File: src/rtl/basic_gates_pkg.sv
// basic_gates_pkg: shared constants and per-bit result record; xor_b exists only with BASIC_GATES_XOR_EN
package basic_gates_pkg;
  localparam int DEFAULT_WIDTH = 1;
  localparam int MAX_WIDTH = 64;
  typedef struct packed {
    logic and_b;
    logic or_b;
    logic not_b;
`ifdef BASIC_GATES_XOR_EN
    logic xor_b;
`endif
  } gate_result_t;
endpackage

File: src/rtl/basic_gate_cell.sv
// basic_gate_cell: combinational single-bit gate slice; xor_o exists only with BASIC_GATES_XOR_EN
module basic_gate_cell (
  input  logic a,
  input  logic b,
  output logic and_o,
  output logic or_o,
`ifdef BASIC_GATES_XOR_EN
  output logic xor_o,
`endif
  output logic not_o
);
  assign and_o = a & b;
  assign or_o  = a | b;
  assign not_o = ~a;
`ifdef BASIC_GATES_XOR_EN
  assign xor_o = a ^ b;
`endif
endmodule

File: src/rtl/basic_gates.sv
// basic_gates: registered, valid-qualified bitwise AND/OR/NOT unit; XOR output enabled by BASIC_GATES_XOR_EN
module basic_gates
  import basic_gates_pkg::*;
#(
  parameter int WIDTH = DEFAULT_WIDTH
) (
  input  logic             clk,
  input  logic             rst_n,
  input  logic             in_valid,
  input  logic [WIDTH-1:0] a,
  input  logic [WIDTH-1:0] b,
  output logic             out_valid,
  output logic [WIDTH-1:0] and_y,
  output logic [WIDTH-1:0] or_y,
`ifdef BASIC_GATES_XOR_EN
  output logic [WIDTH-1:0] xor_y,
`endif
  output logic [WIDTH-1:0] not_y
);
  gate_result_t w_res [WIDTH];
  gate_result_t r_res [WIDTH];
  logic         r_valid;
  for (genvar i = 0; i < WIDTH; i++) begin : g_cell
    basic_gate_cell u_cell (
      .a     (a[i]),
      .b     (b[i]),
      .and_o (w_res[i].and_b),
      .or_o  (w_res[i].or_b),
`ifdef BASIC_GATES_XOR_EN
      .xor_o (w_res[i].xor_b),
`endif
      .not_o (w_res[i].not_b)
    );
    assign and_y[i] = r_res[i].and_b;
    assign or_y[i]  = r_res[i].or_b;
    assign not_y[i] = r_res[i].not_b;
`ifdef BASIC_GATES_XOR_EN
    assign xor_y[i] = r_res[i].xor_b;
`endif
  end
  // Results load only on valid, so operands are don't-care otherwise
  always_ff @(posedge clk) begin
    if (!rst_n) begin
      r_valid <= 1'b0;
      r_res   <= '{default: '0};
    end else begin
      r_valid <= in_valid;
      if (in_valid) r_res <= w_res;
    end
  end
  assign out_valid = r_valid;
endmodule

File: config.mk
export PLATFORM = sky130hd
export DESIGN_NAME = basic_gates
export DESIGN_NICKNAME = d
export VERILOG_FILES = /design/src/rtl/basic_gates_pkg.sv /design/src/rtl/basic_gate_cell.sv /design/src/rtl/basic_gates.sv
export SDC_FILE = /design/constraint.sdc
export NUM_CORES = 1
export LEC_CHECK = 0
export ABC_AREA = 1
export CAP_MARGIN = 5
export CORE_AREA = 2 2 39 41
export CTS_CLUSTER_DIAMETER = 150
export CTS_CLUSTER_SIZE = 25
export DETAILED_ROUTE_END_ITERATION = 8
export DIE_AREA = 0 0 41 43
export HOLD_SLACK_MARGIN = 0.1
export PLACE_DENSITY_LB_ADDON = 0.08
export SKIP_CTS_REPAIR_TIMING = 1
export SYNTH_ARGS = -nofsm -noshare
export SYNTH_HDL_FRONTEND = slang
export SYNTH_SLANG_ARGS = --single-unit
File: constraint.sdc
create_clock -name clk -period 0.8 [get_ports clk]
set_input_delay 0.16 -clock clk [delete_from_list [all_inputs] [get_ports clk]]
set_output_delay 0.16 -clock clk [all_outputs]
set_load 0.05 [all_outputs]
==> results.ini <==
[worst_setup_path]
slowest_delay_ns=0.34
cp-end-kind=output port
crit_chain=buf_12
r2r_start=or_y$_SDFFE_PN0P_
path_class=flip-flop to output port
path_delay_family=flip-flops
r2r_slack_ns=0.16
critical_path_buf_inv_count=1
setup.worst_path.start_class=flip-flop
worst-path-stages=1
endpoint=not_y
critPathLaunch=not_y$_SDFFE_PN0P_
required_ns=0.64
cp_slowest_cell=dfxtp_2
rr_worst_depth=2
critical_path.max_fanout=2
r2r_end=or_y$_SDFFE_PN0P_
worstPathArrival_ns=0.71

[sta]
setup_viol_count_final=4
worst_pin_slew_ns=0.185
max_slew_margin=0.876
finalHoldViolations=0
drv_slew=0
fmax_mhz=1150
fin_crit_sh=1.09
fin_hold_ws_ns=0.264
rsz0062_at_grt=true
skew_ns=0
period_needed_ns=0.869
setup_ws_ns=-0.0693

[cts]
h-tree-depth=1
cts_buffers=3
cts_tree=yes
clk_latency_ns=0.23
cts.sinks=4
cts.path.max_buffers=2
cts-root-buf=clkbuf_4
clkTransAtPathRegs_ns=0.04

[finish]
final_cells=45
final_cell_mix=nand2_1 (4), dfxtp_2 (4), buf_12 (4)
final_nets=36
area_growth_pct=123
design_area_um2=309
diodes=0
fillers=151
final_util=0.223
layout-drive-gt1-share=0.379

[logic_synthesis]
syn_inst=18
ys_ff_latch=4
ys_seq_area_frac=0.577
yosysWarnings=0
netlist_area_um2=139
synth_area_per_cell_um2=7.72
synth_nets=23
synth.distinct_cells=7

[floorplan]
fp-row-count=14
start_util=0.100
fp.dieW_um=41
dieArea_um2=1760
core_um2=1380
dieHeight_um=43
pin_count=9

[routing]
drc=0
ant_nets=0
wl_um=329
num_vias=156
dr.pass1.iters=4
drtIter0Drc=2
via_per_inst=3.47
routedWlPerCell_um=7.31

[global_route]
grt_pass1_vias=129
grt_pass1_wl_um=469
antenna_found_initial=0
grt_max_degree=6
grt-ovfl-total=0
grt_usage=0.0501

[place]
place_congestion=0.591
io_buffers=8
placed_area_um2=283
placed_cells=42

[outcome]
violations=setup timing
status=complete, but fails checks

[pwr]
finalPower_uw=598
p_leak_uw=0.000148
p_per_area_nw_per_um2=1940
max-vdd-ir-drop_mv=0.665

[flow_run]
maxCapViolations=0

[hold_path]
hp-class=primary input to flip-flop

layer usage:
metal / track usage / up-vias / routed length, um
met5: 0 / - / 0
met4: 0.100 / 0 / 14
met3: 0.0314 / 2 / 36
met2: 0.0469 / 8 / 141
met1: 0.0446 / 65 / 138
li1: - / 81 / -
Yosys cell counts, drive strengths merged:
master  n  area [um2]
nand2   4        15.0
dfxtp   4        80.1
nand3   3        15.0
inv     3        11.3
o21ai   2        10.0
nor2    2        7.51
tightest hold or removal path, delay by kind of cell:
family / cells / cell delay (ns)
buffers and inverters: 2 / 0.21
AND/OR/NAND/NOR: 1 / 0.09
worst min path at each step:
stage                     cells past startpoint  slack (ns)          startpoint                    to
final                                         3        0.26            in_valid  out_valid$_SDFF_PN0_
after global routing                          3        0.29            in_valid  out_valid$_SDFF_PN0_
after CTS                                     2        0.49  not_y$_SDFFE_PN0P_    not_y$_SDFFE_PN0P_
after detailed placement                      2        0.48  not_y$_SDFFE_PN0P_    not_y$_SDFFE_PN0P_
after global placement                        2        0.48  not_y$_SDFFE_PN0P_    not_y$_SDFFE_PN0P_
after floorplan                               2        0.27            in_valid  out_valid$_SDFF_PN0_
state kept, by name (all words and copies together), names as in the netlist:
register   count
or_y           1
not_y          1
and_y          1
out_valid      1
through the flow:
step / setup slack, ns / setup TNS (ns)
3_5_place_dp: -0.234 / -0.817
5_1_grt: -0.103 / -0.365
4_1_cts: -0.0897 / -0.332
2_1_floorplan: 0.0527 / 0
6_report: -0.0693 / -0.248
3_3_place_gp: -0.229 / -0.805
cell families after synthesis:
family                 synth area share
buffers and inverters            0.0811
flip-flops                        0.577
AND/OR/NAND/NOR                   0.270
AO/OA/AOI/OAI                    0.0720
cell type report:
cell class                 count  area, um2  area share
multi-input combinational     11       47.5       0.154
timing repair buffer           8        123       0.397
inverter                       3       11.3      0.0364
tap                           16       20.0      0.0648
sequential                     4       85.1       0.275
clock buffer                   3       22.5      0.0729
power by group:
part	switching (uW)	leakage [uW]	total, uW	internal (uW)
Combinational	61.8	0.0000993	127	65.4
Sequential	10.8	0.0000344	225	215
Clock	78.0	0.0000138	245	168
Total	150	0.000148	598	448
No activity file was read; power rests on OpenSTA's default activity.
